`src/rtl/mmu_pkg.sv`:
```
// rtl/mmu_pkg.sv - shared state type, PTE bit indices and line helpers for the PTE memory responder
package mmu_pkg;

  localparam int PTE_V     = 0;
  localparam int PTE_A     = 6;
  localparam int PTE_D     = 7;
  localparam int L2_LINE_W = 128;

  typedef enum logic [3:0] {
    IDLE,
    RD_REQ,
    RD_WAIT,
    RD_RSP,
    MK_RD_REQ,
    MK_RD_WAIT,
    MK_MOD,
    MK_WR_REQ,
    MK_WR_WAIT,
    MK_RSP
  } resp_state_t;

  // Pick the 64-bit PTE out of a 16B line; sel is address bit 3
  function automatic logic [63:0] pte_half(input logic [L2_LINE_W-1:0] line, input logic sel);
    return sel ? line[127:64] : line[63:0];
  endfunction

  // Replace the 64-bit PTE half of a 16B line selected by address bit 3
  function automatic logic [L2_LINE_W-1:0] pte_merge(input logic [L2_LINE_W-1:0] line,
                                                     input logic sel, input logic [63:0] pte);
    return sel ? {pte, line[63:0]} : {line[127:64], pte};
  endfunction

endpackage

```
`src/rtl/pte_line_buf.sv`:
```
// rtl/pte_line_buf.sv - one-entry 16B line buffer (tag, valid, data) with fill and lookup
module pte_line_buf
  import mmu_pkg::*;
#(
  parameter int TAG_W = 28
) (
  input  logic                 clk,
  input  logic                 reset,
  input  logic                 fill_en,
  input  logic [TAG_W-1:0]     fill_tag,
  input  logic [L2_LINE_W-1:0] fill_data,
  input  logic [TAG_W-1:0]     lookup_tag,
  output logic                 hit,
  output logic [L2_LINE_W-1:0] hit_data
);

  logic                 buf_valid;
  logic [TAG_W-1:0]     buf_tag;
  logic [L2_LINE_W-1:0] buf_data;

  // Fills and mark write-backs both overwrite the single entry; reset invalidates it
  always_ff @(posedge clk) begin
    if (reset) begin
      buf_valid <= 1'b0;
      buf_tag   <= '0;
      buf_data  <= '0;
    end else if (fill_en) begin
      buf_valid <= 1'b1;
      buf_tag   <= fill_tag;
      buf_data  <= fill_data;
    end
  end

  assign hit      = buf_valid && (buf_tag == lookup_tag);
  assign hit_data = buf_data;

endmodule

```
`src/rtl/pte_mem_responder.sv`:
```
// rtl/pte_mem_responder.sv - PTE read / A-D mark responder on the L2 port; optional line buffer via PTE_RSP_LINEBUF_EN
module pte_mem_responder
  import mmu_pkg::*;
#(
  parameter int PA_W = 32
) (
  input  logic                 clk,
  input  logic                 reset,
  input  logic                 walk_req_valid,
  input  logic [PA_W-1:0]      walk_req_addr,
  output logic                 walk_rsp_valid,
  output logic [63:0]          walk_rsp_data,
  output logic [L2_LINE_W-1:0] walk_rsp_cacheline,
  input  logic                 mark_valid,
  input  logic                 mark_accessed,
  input  logic                 mark_dirty,
  input  logic [63:0]          mark_addr,
  output logic                 mark_rsp_valid,
  output logic                 l2_req_valid,
  input  logic                 l2_req_ready,
  output logic [PA_W-1:0]      l2_req_addr,
  output logic                 l2_req_store,
  output logic [L2_LINE_W-1:0] l2_req_data,
  input  logic                 l2_rsp_valid,
  input  logic [L2_LINE_W-1:0] l2_rsp_data
);

  resp_state_t          state;
  logic                 rd_pend, mk_pend, mk_a, mk_d;
  logic [PA_W-1:3]      rd_addr, mk_addr;
  logic [L2_LINE_W-1:0] line;
  logic [63:0]          mk_old, mk_new;
  logic [L2_LINE_W-1:0] mk_line;
  logic                 lb_hit, rd_done, mk_done;
  logic                 unused_ok;

  assign unused_ok = ^{walk_req_addr[2:0], mark_addr[63:PA_W], mark_addr[2:0]};

  // Dirty implies accessed, so A is forced whenever D is requested
  assign mk_old  = pte_half(line, mk_addr[3]);
  assign mk_new  = mk_old | ({63'b0, mk_a | mk_d} << PTE_A) | ({63'b0, mk_d} << PTE_D);
  assign mk_line = pte_merge(line, mk_addr[3], mk_new);

  // Pending entries stay set until their response is issued, which is when a new one may land
  assign rd_done = (state == RD_RSP) || (state == IDLE && !mk_pend && rd_pend && lb_hit);
  assign mk_done = (state == MK_RSP) || (state == IDLE && mk_pend && !(mk_a || mk_d));

`ifdef PTE_RSP_LINEBUF_EN
  logic                 lb_fill;
  logic [PA_W-5:0]      lb_fill_tag;
  logic [L2_LINE_W-1:0] lb_fill_data, lb_data;

  assign lb_fill      = (l2_rsp_valid && (state == RD_WAIT || state == MK_RD_WAIT)) ||
                        (state == MK_MOD && mk_new != mk_old);
  assign lb_fill_tag  = (state == RD_WAIT) ? rd_addr[PA_W-1:4] : mk_addr[PA_W-1:4];
  assign lb_fill_data = (state == MK_MOD) ? mk_line : l2_rsp_data;

  pte_line_buf #(.TAG_W(PA_W-4)) u_line_buf (
    .clk        (clk),
    .reset      (reset),
    .fill_en    (lb_fill),
    .fill_tag   (lb_fill_tag),
    .fill_data  (lb_fill_data),
    .lookup_tag (rd_addr[PA_W-1:4]),
    .hit        (lb_hit),
    .hit_data   (lb_data)
  );
`else
  assign lb_hit = 1'b0;
`endif

  // Request capture plus the L2 transaction FSM; all outputs registered
  always_ff @(posedge clk) begin
    if (reset) begin
      state              <= IDLE;
      rd_pend            <= 1'b0;
      mk_pend            <= 1'b0;
      mk_a               <= 1'b0;
      mk_d               <= 1'b0;
      rd_addr            <= '0;
      mk_addr            <= '0;
      line               <= '0;
      walk_rsp_valid     <= 1'b0;
      walk_rsp_data      <= '0;
      walk_rsp_cacheline <= '0;
      mark_rsp_valid     <= 1'b0;
      l2_req_valid       <= 1'b0;
      l2_req_addr        <= '0;
      l2_req_store       <= 1'b0;
      l2_req_data        <= '0;
    end else begin
      walk_rsp_valid <= 1'b0;
      mark_rsp_valid <= 1'b0;
      if (rd_done) rd_pend <= 1'b0;
      if (mk_done) mk_pend <= 1'b0;

      case (state)
        IDLE: begin
          if (mk_pend) begin
            if (mk_a || mk_d) begin
              state        <= MK_RD_REQ;
              l2_req_valid <= 1'b1;
              l2_req_addr  <= {mk_addr[PA_W-1:4], 4'b0};
              l2_req_store <= 1'b0;
              l2_req_data  <= '0;
            end else begin
              mark_rsp_valid <= 1'b1;
            end
          end else if (rd_pend) begin
`ifdef PTE_RSP_LINEBUF_EN
            if (lb_hit) begin
              walk_rsp_valid     <= 1'b1;
              walk_rsp_data      <= pte_half(lb_data, rd_addr[3]);
              walk_rsp_cacheline <= lb_data;
            end else
`endif
            begin
              state        <= RD_REQ;
              l2_req_valid <= 1'b1;
              l2_req_addr  <= {rd_addr[PA_W-1:4], 4'b0};
              l2_req_store <= 1'b0;
              l2_req_data  <= '0;
            end
          end
        end
        RD_REQ: if (l2_req_ready) begin
          l2_req_valid <= 1'b0;
          state        <= RD_WAIT;
        end
        RD_WAIT: if (l2_rsp_valid) begin
          line  <= l2_rsp_data;
          state <= RD_RSP;
        end
        RD_RSP: begin
          walk_rsp_valid     <= 1'b1;
          walk_rsp_data      <= pte_half(line, rd_addr[3]);
          walk_rsp_cacheline <= line;
          state              <= IDLE;
        end
        MK_RD_REQ: if (l2_req_ready) begin
          l2_req_valid <= 1'b0;
          state        <= MK_RD_WAIT;
        end
        MK_RD_WAIT: if (l2_rsp_valid) begin
          line  <= l2_rsp_data;
          state <= MK_MOD;
        end
        MK_MOD: begin
          if (mk_new == mk_old) begin
            state <= MK_RSP;
          end else begin
            line         <= mk_line;
            l2_req_valid <= 1'b1;
            l2_req_store <= 1'b1;
            l2_req_data  <= mk_line;
            state        <= MK_WR_REQ;
          end
        end
        MK_WR_REQ: if (l2_req_ready) begin
          l2_req_valid <= 1'b0;
          l2_req_store <= 1'b0;
          l2_req_data  <= '0;
          state        <= MK_WR_WAIT;
        end
        MK_WR_WAIT: if (l2_rsp_valid) state <= MK_RSP;
        MK_RSP: begin
          mark_rsp_valid <= 1'b1;
          state          <= IDLE;
        end
        default: state <= IDLE;
      endcase

      if (walk_req_valid) begin
        rd_pend <= 1'b1;
        rd_addr <= walk_req_addr[PA_W-1:3];
      end
      if (mark_valid) begin
        mk_pend <= 1'b1;
        mk_a    <= mark_accessed;
        mk_d    <= mark_dirty;
        mk_addr <= mark_addr[PA_W-1:3];
      end
    end
  end

  // A second request of the same kind must not arrive before the first is answered
  assert property (@(posedge clk) disable iff (reset) !(walk_req_valid && rd_pend && !rd_done));
  assert property (@(posedge clk) disable iff (reset) !(mark_valid && mk_pend && !mk_done));

endmodule

```
`config.mk`:
```
export PLATFORM = sky130hd
export DESIGN_NAME = pte_mem_responder
export DESIGN_NICKNAME = d
export VERILOG_FILES = /design/src/rtl/mmu_pkg.sv /design/src/rtl/pte_line_buf.sv /design/src/rtl/pte_mem_responder.sv
export SDC_FILE = /design/constraint.sdc
export NUM_CORES = 1
export LEC_CHECK = 0
export ABC_AREA = 1
export ABC_CLOCK_PERIOD_IN_PS = 1900
export CORE_AREA = 2 2 227 229
export CTS_BUF_LIST = sky130_fd_sc_hd__clkbuf_8
export CTS_CLUSTER_DIAMETER = 60
export CTS_CLUSTER_SIZE = 40
export DETAILED_ROUTE_END_ITERATION = 7
export DIE_AREA = 0 0 229 231
export PLACE_DENSITY = 0.69
export SLEW_MARGIN = 5
export SYNTH_ARGS = -nofsm -noshare
export SYNTH_HDL_FRONTEND = slang
export SYNTH_SLANG_ARGS = --single-unit
```
`constraint.sdc`:
```
create_clock -name clk -period 1.9 [get_ports clk]
set_input_delay 0.38 -clock clk [delete_from_list [all_inputs] [get_ports clk]]
set_output_delay 0.38 -clock clk [all_outputs]
set_load 0.03 [all_outputs]
```
; ---- Word level (Yosys, flattened, before mapping)
; Index checks and enable logic that the tools add are counted.
[totals]
mem_bits_rw = 0
rom_bits = 0
inputBits = 232
latchBits = 0
n_memories = 0
reg_bits = 550
[op_classes]
n_bitwise = 3
magnitude_cmp = 0
multipliers = 0
reduce_logical = 19
eq_ne = 22
n_mux = 43
add_sub_neg = 0
shift = 0
n_div = 0
[ops]
columns = operator, n
row1 = 2-to-1 mux 128 bit, 7
row2 = case mux 128 bit (3 select lines), 1
row3 = case mux 128 bit (2 select lines), 1
row4 = 2-to-1 mux 64 bit, 2
row5 = 2-to-1 mux 32 bit, 3
row6 = == test 64 bit, 1
row7 = OR 64 x 7 -> 64 bit, 1
row8 = OR 64 x 8 -> 64 bit, 1
row9 = 2-to-1 mux 4 bit, 10
row10 = case mux 4 bit (8 select lines), 1
row11 = == test 4 x 3 -> 1 bit (second input constant), 4
row12 = 2-to-1 mux 1 bit, 15
row13 = != test 2 bit (second input constant), 7
row14 = AND reduction 5 bit, 2
row15 = == test 4 x 2 -> 1 bit (second input constant), 2
row16 = == test 4 bit (second input constant), 2
row17 = AND reduction 8 bit, 1
row18 = nonzero test 2 bit, 4
row19 = != test 2 x 1 -> 1 bit (second input constant), 3
row20 = case mux 1 bit (3 select lines), 2
row21 = AND reduction 3 bit, 2
row22 = nonzero test 3 bit, 2
row23 = == test 4 x 1 -> 1 bit (second input constant), 1
row24 = zero test 4 bit, 1
row25 = 9 further kinds, 11

; ---- Longest topological paths before layout
[logic_depth]
ltp_word = 6
mapped_depth = 10
mapped_depth_nobuf = 9

; ---- Least setup slack after synthesis
; Ideal clock, no wire load.
[synth_timing]
path_kind = register to register
startpoint = register state[3]
endpoint = register l2_req_data[117]
arrival_ns = 1.413
path_buffers = 2
slack_ns = 0.346
stages_incl_launch_ff = 11
cell_sequence = dfxtp_1 nor2_2 nand2_2 nand2_1 nand2_1 nor2_2 nand2_2 buf_6 buf_4 nand2_1 a21oi_1
[synth_via]
elab_chain_cells = 3
[synth_lines]
columns = item, line_no
row1 = start: declaration, pte_mem_responder.sv:28  ; resp_state_t state;
row2 = start signal: assignment, pte_mem_responder.sv:75  ; state <= IDLE;
row3 = start signal: assignment, pte_mem_responder.sv:101  ; state <= MK_RD_REQ;
row4 = start signal: assignment, pte_mem_responder.sv:118  ; state <= RD_REQ;
row5 = == test 4 x 3 -> 1 bit / zero test 4 bit (equally long branches), pte_mem_responder.sv:97  ; case (state)
row6 = "!= test 2 bit (no line), or another cell as far along", n/a
row7 = AND reduction 5 bit (no line), n/a
row8 = end signal: assignment, pte_mem_responder.sv:155  ; l2_req_data <= mk_line;
row9 = end: declaration, pte_mem_responder.sv:23  ; output logic [L2_LINE_W-1:0] l2_req_data,
; Parallel ways exist; a longest one is shown, timed or not.
; A chain may end at the register's enable or synchronous reset.

; ---- Worst setup path in the final report
[layout_timing]
startpoint = register l2_req_data[110]
endpoint = output port l2_req_data[110]
; No word-level cell between the ends.

==> metrics.txt <==
status completed; largest net degree at the start of global routing 145; CP Data Required Time 1.52 ns; vias per std cell 5.25; slowest stage cell, crit path dfxtp_1; routed len/inst 18.8 µm; Worst-Skew Late Latency 0.69 ns; CTS Sinks 546; crit path launch type flip-flop; final instance area 0.0271 mm²; global-route wire length before repair 106000 µm; DIE HEIGHT 231 µm; FP Rows 83; initial antenna violation count 9; post-synthesis sequential area ratio 54.7%; Register Area 0.0109 mm²; Crit path buffers/inverters 1; initial core utilization 39.4%; largest cells by area after synthesis dfxtp_1, a21oi_1, o21ai_0; CP endpoint kind output pin; Synth top cells by count dfxtp_1, nor2_1, a21oi_1; maximum vdd drop 0.668 mV; number of I/O pins 588; number of H-tree levels 2; Netlist Area Pre-Place 0.0200 mm²; WL final 69700 µm; f_max 539 MHz; Slew @ Worst Pin 0.931 ns; CP top delay family flip-flops; hold buffer count at CTS 0; fin util 53.5%; area occupied by multi-input gates 0.00778 mm²; setup_tns 0 ns; EDFF count, synth 0; global route total overflow 0; final setup vio count 0; CP cell instances clkdlybuf4s15_1; top_reg_cell synth dfxtp_1; leakage power 11.1 nW; Worst Setup SP l2_req_data[110]; Clock Tree Root clkbuf_8; synth warn 0; Final ANT Viol Nets 0; die area 0.0529 mm²; Placer Congestion 0.904; CP max FO 2; top cell type's share of synthesized area 54.7%; IO buf count 545; final hold violation count 0; Die X 229 µm; Layout fillers 4810; worst hold start reset; layout cells sized above 1 8.96%; power per cell area 1100 mW/mm²; period utilisation layout 97.6%; worst hold slack 0.151 ns; DRC viols 0; crit path time final 1.86 ns; Synth area leader dfxtp_1; 1st-pass router iterations 5; Pwr Total 29.9 mW; core area 0.0507 mm²; slowest cell delay on critical path 0.41 ns; max_slew headroom 37.9%; dpl hpwl 46600 µm; mean area per synthesized cell 7.87 µm²; Worst Path Arrival 1.48 ns; number of max-cap violations 0; CTS max path bufs 3; total CTS buffers 40; number of distinct library cells after synthesis 25; most frequent cell after synthesis dfxtp_1; GRT Overall Usage 25.0%; Clk pin slew, worst setup/hold paths 0.16 ns; total number of vias 19500; Area Overhead vs Synth 35.6%; DR iter-0 viols 1386; Post-DP Area 0.0263 mm²; count of final max-slew check failures 0; crit path kind reg -> out; vias in the first global route 18800; Hold Path Class in -> reg; FFs w/ async S/R, synth 0%; FF-to-FF Start state[3]; TritonCTS clock tree done; register bit total from synthesis 546; synthesized instance count 2538; final clock skew 0.0398 ns; final net count 3226
==> worst reg2reg max path, delay by kind of cell (launching register included) <==
kind	cells	cell delay (ns)
flops	1	0.40
simple gates	7	0.86
buf+inv	2	0.37
compound gates	1	0.06
==> power by group <==
group          leakage (nW)  total [mW]  internal [mW]  switching, mW
sequential             4.43        13.5           12.7          0.877
combinational          6.15        8.69           3.00           5.68
clock                 0.528        7.70           2.82           4.88
==> cells by family (layout without fill, tap and decap cells) <==
logic type | Yosys count | in the layout | synth area share [%]
flip-flops | 546 | 546 | 54.7
AND/OR/NAND/NOR | 843 | 843 | 17.2
other | 1 | 10 | 0.0188
AO/OA/AOI/OAI | 843 | 843 | 21.5
buffers and inverters | 305 | 790 | 6.65
==> layout make-up <==
cell class | count | area share [%]
diodes | 6 | 0.0554
flip-flops and latches | 546 | 40.4
inverters | 97 | 1.38
repair buffers | 619 | 22.4
clock buffers | 41 | 2.08
multi-input cells | 1690 | 28.7
well taps | 680 | 3.14
clock inverters | 33 | 1.82
==> stage by stage <==
stage / setup slack [ns] / std cells
floorplan: 0.346 / 2541
global placement: -0.0663 / 3626
detailed placement: -0.0970 / 3626
CTS: 0.00000533 / 3700
global route: -0.0000265 / 3712
finish: 0.0447 / 3712
==> what timing repair did <==
| action | CTS | global route |
|---|---|---|
| pin swaps | 0 | 1 |
| hold endpoints to repair | 0 | 0 |
| gates cloned | 0 | 2 |
| resized for setup | 480 | 142 |
| setup endpoints to repair | 352 | 318 |
| buffers inserted | 0 | 4 |
==> layout by cell type, fill, tap and decap left out, types with 3 or more instances in the layout <==
master             n
clkbuf_8          41
dlygate4sd2_1    168
nand2_1          230
nor2_1           435
inv_1             90
clkbuf_2          45
buf_12            33
dfxtp_1          542
clkdlybuf4s15_2   29
clkdlybuf4s50_1  192
a21oi_1          398
nand3_1          149
inv_16             7
inv_12             3
conb_1             4
nand2_2           15
inv_8              7
diode_2            6
o21ai_0          377
o21ai_1           36
nor2_4             5
buf_4             38
nor2_2             4
clkdlybuf4s15_1  110
a31oi_1           21
a21oi_2           10
inv_6              9
==> sequential cells by signal (all words and copies together), names as in the netlist <==
register	cells
mk_a	1
l2_req_data	128
line	128
mark_rsp_valid	1
rd_addr	29
walk_rsp_valid	1
l2_req_addr	28
mk_pend	1
l2_req_valid	1
mk_addr	29
walk_rsp_cacheline	128
state	4
walk_rsp_data	64
l2_req_store	1
rd_pend	1
mk_d	1
==> metal layers <==
metal	global-route usage, %	share of wire, %	up-vias
met3	5.63	8.0	155
met1	31.2	41	9155
li1	-	-	9356
met2	41.6	47	810
met4	11.0	4.2	4
met5	0	0.042	-
==> final timing paths <==
kind / slack [ns] / cells after the start / end
setup / recovery: 0.04 / 1 / l2_req_data[110]
hold / removal: 0.15 / 4 / walk_rsp_cacheline[102]
setup reg to reg: 0.08 / 10 / l2_req_data[55]
hold reg to reg: 0.46 / 2 / rd_addr[7]
Note: power is estimated with default switching activity, not from simulation.
